==> config.mk <==
export PLATFORM = sky130hd
export DESIGN_NAME = apb_mem_arbiter
export DESIGN_NICKNAME = d
export VERILOG_FILES = /design/src/rtl/apb_mem_arbiter.sv
export SDC_FILE = /design/constraint.sdc
export NUM_CORES = 1
export LEC_CHECK = 0
export BUFFER_PORTS_ARGS = -buffer_cell sky130_fd_sc_hd__buf_2
export CAP_MARGIN = 0
export CORE_AREA = 2 2 124 126
export CTS_CLUSTER_SIZE = 14
export DETAILED_ROUTE_END_ITERATION = 16
export DIE_AREA = 0 0 126 128
export HOLD_SLACK_MARGIN = 0.08
export PLACE_DENSITY = 0.47
export SYNTH_ARGS = -nofsm -noshare
export SYNTH_HDL_FRONTEND = slang
export SYNTH_SLANG_ARGS = --single-unit
==> constraint.sdc <==
create_clock -name clk -period 2.16 [get_ports clk]
set_input_delay 0 -clock clk [delete_from_list [all_inputs] [get_ports clk]]
set_output_delay 0 -clock clk [all_outputs]
set_load 0.03 [all_outputs]
==> src/rtl/apb_mem_arbiter.sv <==
// Round-robin 2:1 APB arbiter: imem (req 0) and dmem (req 1) share one memory slave.
// Latency: request sampled in IDLE -> SETUP next cycle -> ACCESS; zero-wait reply two cycles after request.
// Backpressure: slave pready stalls ACCESS; silent slave is cut off with pslverr after TIMEOUT cycles.
module apb_mem_arbiter #(
  parameter int TIMEOUT = 16
) (
  input  logic        clk,
  input  logic        rst,
  // instruction-fetch upstream port (requester 0)
  input  logic [31:0] imem_paddr,
  input  logic        imem_psel,
  input  logic        imem_penable,
  input  logic        imem_pwrite,
  input  logic [31:0] imem_pwdata,
  input  logic [3:0]  imem_pstrb,
  output logic [31:0] imem_prdata,
  output logic        imem_pready,
  output logic        imem_pslverr,
  // load/store upstream port (requester 1)
  input  logic [31:0] dmem_paddr,
  input  logic        dmem_psel,
  input  logic        dmem_penable,
  input  logic        dmem_pwrite,
  input  logic [31:0] dmem_pwdata,
  input  logic [3:0]  dmem_pstrb,
  output logic [31:0] dmem_prdata,
  output logic        dmem_pready,
  output logic        dmem_pslverr,
  // downstream port to the shared memory
  output logic [31:0] mem_paddr,
  output logic        mem_psel,
  output logic        mem_penable,
  output logic        mem_pwrite,
  output logic [31:0] mem_pwdata,
  output logic [3:0]  mem_pstrb,
  input  logic [31:0] mem_prdata,
  input  logic        mem_pready,
  input  logic        mem_pslverr,
  // status
  output logic [1:0]  grant_o,
  output logic        busy_o
);

  localparam logic [1:0] ST_IDLE   = 2'd0;
  localparam logic [1:0] ST_SETUP  = 2'd1;
  localparam logic [1:0] ST_ACCESS = 2'd2;

  // Counter keeps at least one bit so a disabled timeout still elaborates.
  localparam int TW = (TIMEOUT > 0) ? $clog2(TIMEOUT + 1) : 1;
  localparam logic [TW-1:0] TLAST = TW'((TIMEOUT > 0) ? (TIMEOUT - 1) : 0);

  logic [1:0]    state;
  logic          gnt;    // current owner: 0 = imem, 1 = dmem
  logic          last;   // last requester served, loses the next tie
  logic [TW-1:0] tcnt;   // ACCESS cycles spent waiting on the slave

  logic        in_xfer;
  logic        in_access;
  logic        done_ok;
  logic        done_to;
  logic        done;
  logic        other_req;
  logic        owner_sel;
  logic        resp_vld;
  logic [31:0] resp_rdata;
  logic        resp_err;

  // Upstream penable carries no information the arbiter needs; psel alone marks a request.
  logic unused_penable;
  assign unused_penable = imem_penable ^ dmem_penable;

  assign in_xfer   = (state == ST_SETUP) || (state == ST_ACCESS);
  assign in_access = (state == ST_ACCESS);
  assign done_ok   = in_access && mem_pready;
  assign done_to   = in_access && !mem_pready && (TIMEOUT != 0) && (tcnt == TLAST);
  assign done      = done_ok || done_to;
  assign other_req = gnt ? imem_psel : dmem_psel;
  assign owner_sel = gnt ? dmem_psel : imem_psel;

  // A master that dropped psel mid-transfer gets no response; the slave side still finishes.
  assign resp_vld   = done && owner_sel;
  assign resp_rdata = done_ok ? mem_prdata : 32'h0;
  assign resp_err   = done_to || (done_ok && mem_pslverr);

  // Downstream request: replay the owner's fields while a transfer is in flight, zeros when idle.
  always_comb begin
    mem_psel    = in_xfer;
    mem_penable = in_access;
    mem_paddr   = 32'h0;
    mem_pwrite  = 1'b0;
    mem_pwdata  = 32'h0;
    mem_pstrb   = 4'h0;
    if (in_xfer) begin
      if (gnt) begin
        mem_paddr  = dmem_paddr;
        mem_pwrite = dmem_pwrite;
        mem_pwdata = dmem_pwdata;
        mem_pstrb  = dmem_pstrb;
      end else begin
        mem_paddr  = imem_paddr;
        mem_pwrite = imem_pwrite;
        mem_pwdata = imem_pwdata;
        mem_pstrb  = imem_pstrb;
      end
    end
  end

  // Upstream response: only the owner ever sees a non-zero reply, in the completing cycle.
  always_comb begin
    imem_pready  = 1'b0;
    imem_prdata  = 32'h0;
    imem_pslverr = 1'b0;
    dmem_pready  = 1'b0;
    dmem_prdata  = 32'h0;
    dmem_pslverr = 1'b0;
    if (resp_vld) begin
      if (gnt) begin
        dmem_pready  = 1'b1;
        dmem_prdata  = resp_rdata;
        dmem_pslverr = resp_err;
      end else begin
        imem_pready  = 1'b1;
        imem_prdata  = resp_rdata;
        imem_pslverr = resp_err;
      end
    end
  end

  // Arbitration FSM: round-robin grant, SETUP/ACCESS sequencing and timeout counting.
  always_ff @(posedge clk or posedge rst) begin
    if (rst) begin
      state <= ST_IDLE;
      gnt   <= 1'b0;
      last  <= 1'b1;
      tcnt  <= '0;
    end else begin
      case (state)
        ST_IDLE: begin
          if (imem_psel || dmem_psel) begin
            gnt   <= (imem_psel && dmem_psel) ? ~last : dmem_psel;
            state <= ST_SETUP;
          end
        end
        ST_SETUP: begin
          tcnt  <= '0;
          state <= ST_ACCESS;
        end
        ST_ACCESS: begin
          if (done) begin
            last <= gnt;
            // Hand straight over to a waiting peer; the finishing master's psel is ignored here.
            if (other_req) begin
              gnt   <= ~gnt;
              state <= ST_SETUP;
            end else begin
              state <= ST_IDLE;
            end
          end else if (tcnt != '1) begin
            tcnt <= tcnt + 1'b1;
          end
        end
        default: state <= ST_IDLE;
      endcase
    end
  end

  assign grant_o = in_xfer ? (gnt ? 2'b10 : 2'b01) : 2'b00;
  assign busy_o  = in_xfer;

endmodule

* Word level (Yosys, flattened, before mapping)
Index checks and enable logic that the tools add are counted.
Storage, ports and cells: flip-flop bits (word level) 9, word-level logic and storage cells 71
Operators by class: eq/ne operators 9, reduce and logical (&&, ||, !) cells 18, muxes and demuxes 37, add/subtract/negate cells 1, bitwise operators 2
Operators by type and width (count):
- two-way mux 32 bit | 9
- two-way mux 1 bit | 17
- two-way mux 5 bit | 2
- one-hot mux 5 bit (2 select lines) | 1
- two-way mux 2 bit | 4
- two-way mux 4 bit | 2
- logical AND 1 bit | 6
- inequality test 2 x 1 -> 1 bit (second input constant) | 3
- one-hot mux 2 bit (3 select lines) | 1
- adder 5 x 1 -> 5 bit (second input constant) | 1
- == test 5 x 4 -> 1 bit (second input constant) | 1
- inequality test 5 bit (second input constant) | 1
- logical OR 1 bit | 4
- inequality test 2 bit (second input constant) | 2
- AND reduction 2 bit | 2
- AND reduction 4 bit | 1
- nonzero test 2 bit | 2
- AND reduction 3 bit | 1
- == test 2 x 1 -> 1 bit (second input constant) | 1
- == test 2 bit (second input constant) | 1
- logical NOT 2 bit | 1
- NOT 1 bit | 2
- one-hot mux 1 bit (2 select lines) | 1
- logical NOT 1 bit | 1

* Logic depth before layout (Yosys ltp)
word-level depth 6, gate-level depth with buffers 7, depth with buffers taken out 7

* Worst setup path before layout
Ideal clock, no wire load.
kind register to register, from register tcnt[0], to register tcnt[3], clock period less this slack 1.827 ns, path buffers 0, setup slack 0.333 ns, arrival time 1.699 ns, cell stages (with the launch flop) 8, required time 2.032 ns, cell sequence dfrtp_1 > ha_1 > and3_1 > ha_1 > o31ai_1 > nand2_1 > o21ai_0 > o31ai_1
On the way: longest elaborated chain between the ends 5, elaborated cells on any way between the ends 11, those cells by class add/sub (1); eq/ne (4); mux (3); reduce/logical (3)
Ends and longest elaborated chain:
- from (decl) | line 55 | logic [TW-1:0] tcnt;
- from (signal assigned) | line 159 | tcnt <= tcnt + 1'b1;
- branches (longest 5 deep; another with adder 5 x 1 -> 5 bit)
Several ways; the timed one is not identified. The select of a mux whose other input is x is not followed. A chain may end at the register's enable or synchronous reset.

* Worst setup path after layout
from register tcnt[0], to register tcnt[2]
Same word-level chain as after synthesis.

==> flow_metrics.env <==
export IMPL_post_cts_repair_setup_buffers=0
export IMPL_cts_path_max_buffers=2
export IMPL_hold_buffers=1
export IMPL_drive_gt1_share_pct=56.0
export IMPL_overall_global_routing_usage_pct=10.4
export IMPL_design_final_nets=788
export IMPL_worst_slew_pin_tran_ns=0.497
export IMPL_power_ir_vdd_worst_uv=674
export IMPL_final_core_utilization_pct=28.1
export IMPL_synth_top_cell_area_share_pct=29.1
export IMPL_cts_clk_slew_worst_paths_ns=0.04
export IMPL_mappedNetlistNets=484
export IMPL_cts_root_buffer_type="clkbuf_16"
export IMPL_number_of_antenna_violations_at_the_first_check_in_global_routing=1
export IMPL_timing_hold_worst_class="input port to flop"
export IMPL_power_per_cell_area_nw_per_um2=1390
export IMPL_timing_setup_critical_path_class="flop to flop"
export IMPL_synth_edf_count=0
export IMPL_finish_cell_count_without_fillers=791
export IMPL_final_period_utilization_pct=92.5
export IMPL_hold_viol_final=0
export IMPL_fp_dieW_um=126
export IMPL_power_report_internal_total_mw=2.31
export IMPL_result_of_the_run="complete, no violations"
export IMPL_clock_network_fraction_of_total_power_pct=5.6
export IMPL_tritoncts_clock_tree="built"
export IMPL_setup_viol_count_final=0
export IMPL_synth_cell_type_count=32
export IMPL_yosysTopAreaCell="mux2i_1"
export IMPL_path_buf_inv=0
export IMPL_switching_power_mw=3.48
export IMPL_ctsResizeCount=0
export IMPL_avgSynthCellArea_um2=8.06
export IMPL_critical_path_endpoint_type="flop"
export IMPL_slew_viol_final=0
export IMPL_number_of_global_route_vias_before_repair=2828
export IMPL_placedCellCount=785
export IMPL_multiInputGateArea_um2=1970
export IMPL_seqPwrFrac_pct=4.9
export IMPL_routedWlPerCell_um=12.2
export IMPL_design_portCount=320
export IMPL_drt_drc_violations_left=0
export IMPL_yosys_warnings=0
export IMPL_synthesis_instances=299
export IMPL_detailedPlacementHpwl_um=8390
export IMPL_drt_iter0_drc=37
export IMPL_grt_setup_unrepaired="no"
export IMPL_netlist_area_before_placement_um2=2410
export IMPL_routed_wl_um=9620
export IMPL_max_cap_violations=0
export IMPL_critPathRequiredTime_ns=2.27
export IMPL_fillers=1644
export IMPL_power_combinational_fraction_pct=89.5
export IMPL_synth_most_common_cell="nor2b_1"
export IMPL_slowest_stage="dfrtp_1"
export IMPL_worst_path_max_fanout=7
export IMPL_synth_sequential_area_ratio_pct=9.40
export IMPL_tritoncts_buffers=3
export IMPL_worst_skew_pair_late_latency_ns=0.23
export IMPL_yosys_top_cells_count="nor2b_1 (71), mux2i_1 (70), and2_1 (66)"
export IMPL_commonest_register_cell_after_synthesis="dfrtp_1"
export IMPL_async_s_r_ff_share_synth_pct=100
export IMPL_number_of_storage_elements_in_the_synthesis_netlist=9
export IMPL_worstSetupStartpointType="flop"
export IMPL_synth_area_leaders="mux2i_1 (29%), nor2b_1 (18%), and2_1 (17%)"
export IMPL_drtPass1Iterations=4
export IMPL_clock_sinks=9
export IMPL_design_die_area_um2=16100
export IMPL_row_count=45
export IMPL_worst_slew_margin_rel_pct=66.8
export IMPL_fmaxAchievable_mhz=500
export IMPL_global_route_wire_length_before_repair_um=13900
export IMPL_gpl_final_weighted_congestion=0.733
export IMPL_min_period_ns=2.00
export IMPL_seqCellArea_um2=230
export IMPL_placement_io_buffers=317
export IMPL_vias_per_cell=3.88
export IMPL_via_count=3071
export IMPL_crit_path_max_incr_delay_ns=0.39
export IMPL_critPathTopFamily="compound AO/OA/AOI/OAI gates"
export IMPL_critPathArrivalTime_ns=2.11
export IMPL_htree_depth=1
export IMPL_switching_share_pct=60.1
export IMPL_final_antenna_net_count=0
export IMPL_leakage_dissipation_nw=2.53
export IMPL_die_height_um=128
export IMPL_totalPowerFinal_mw=5.78
export IMPL_synthToLayoutAreaGrowth_pct=73.3
export IMPL_tns_ns=0
export IMPL_finalClockSkew_ns=0.000693
export IMPL_critical_path_cell_chain="ha_1 -> and3_1 -> ha_1 -> o31ai_1 -> nand2_1 -> o21ai_0 -> o21ai_0"
export IMPL_start_util_pct=16.2
export IMPL_globalRoute_totalOverflow=0
export IMPL_core_region_area_um2=14900
export IMPL_largest_net_degree_at_the_start_of_global_routing=49
==> per-stage QoR <==
stage,hold WS (ns),area [um^2],setup WS [ns]
after detailed placement,-0.0158,4080,0.161
after global routing,0.225,4170,0.00476
after CTS,0.199,4170,0.143
after floorplan,-0.173,2410,0.333
after global placement,-0.0192,4080,0.164
final,0.208,4170,0.161
==> cells in the final DEF (no fill, tap or decap), types with 2 or more instances in the layout <==
master     instances
and2_1            66
and3_4             2
and3b_1            2
buf_2            317
buf_4              4
clkbuf_16          3
dfrtp_1            7
ha_1               6
inv_1              4
mux2i_1           70
nand2_1            8
nand2b_1           2
nand3_1            2
nor2_1             5
nor2b_1           71
o21ai_0           12
o31ai_1            2
==> sequential cells by signal, summed over array words and instances (netlist names) <==
signal  count
gnt         1
last        1
state       2
tcnt        5
==> power groups by stage <==
stage | Combinational, mW | Sequential, mW | Clock [mW]
after floorplan | 4.00 | 0.259 | 0
after global placement | 5.27 | 0.284 | 0
after detailed placement | 5.27 | 0.286 | 0
after CTS | 5.28 | 0.285 | 0.332
after global routing | 5.53 | 0.293 | 0.339
final | 5.18 | 0.284 | 0.323
==> cells by family after synthesis <==
family | Yosys count | share of synthesized area, %
compound gates | 19 | 5.71
fa+ha+maj | 7 | 3.64
buf+inv | 28 | 9.09
flops | 9 | 9.40
mux | 71 | 29.6
simple gates | 165 | 42.6
==> metal layers <==
layer / global-route usage (%) / wire length [um] / vias to the layer above
met5: 0 / 0 / -
met4: 2.07 / 108 / 0
met3: 2.09 / 933 / 8
met2: 21.0 / 4930 / 194
met1: 11.0 / 3650 / 1281
li1: - / - / 1588
==> path summary, 6_finish.rpt <==
path                            slack (ns)  depth (start not counted)                start                   to
worst min-delay path                  0.21                          3            dmem_psel      gnt$_DFFE_PP0P_
worst min register to register        0.48                          1  tcnt[3]$_DFFE_PP0P_  tcnt[3]$_DFFE_PP0P_
min in group asynchronous             0.27                          3                  rst  tcnt[0]$_DFFE_PP0P_
max in group asynchronous             1.59                          3                  rst     last$_DFFE_PP1P_
worst max-delay path                  0.16                          7  tcnt[0]$_DFFE_PP0P_  tcnt[2]$_DFFE_PP0P_
worst max register to register        0.16                          7  tcnt[0]$_DFFE_PP0P_  tcnt[2]$_DFFE_PP0P_
==> final cells by class <==
| cell class | count | share of cell area, % |
|---|---|---|
| Inverter | 4 | 0.360 |
| Timing Repair Buffer | 323 | 39.4 |
| Tap cell | 188 | 5.64 |
| Clock buffer | 4 | 1.89 |
| Antenna cell | 1 | 0.0600 |
| Multi-Input combinational cell | 262 | 47.1 |
| Sequential cell | 9 | 5.52 |
==> worst min-delay path, cell delays in order <==
cell and delay (ns):
buf_2 0.15, o21ai_1 0.11, a2bb2oi_2 0.14
Power figures use the tool's default switching activity.
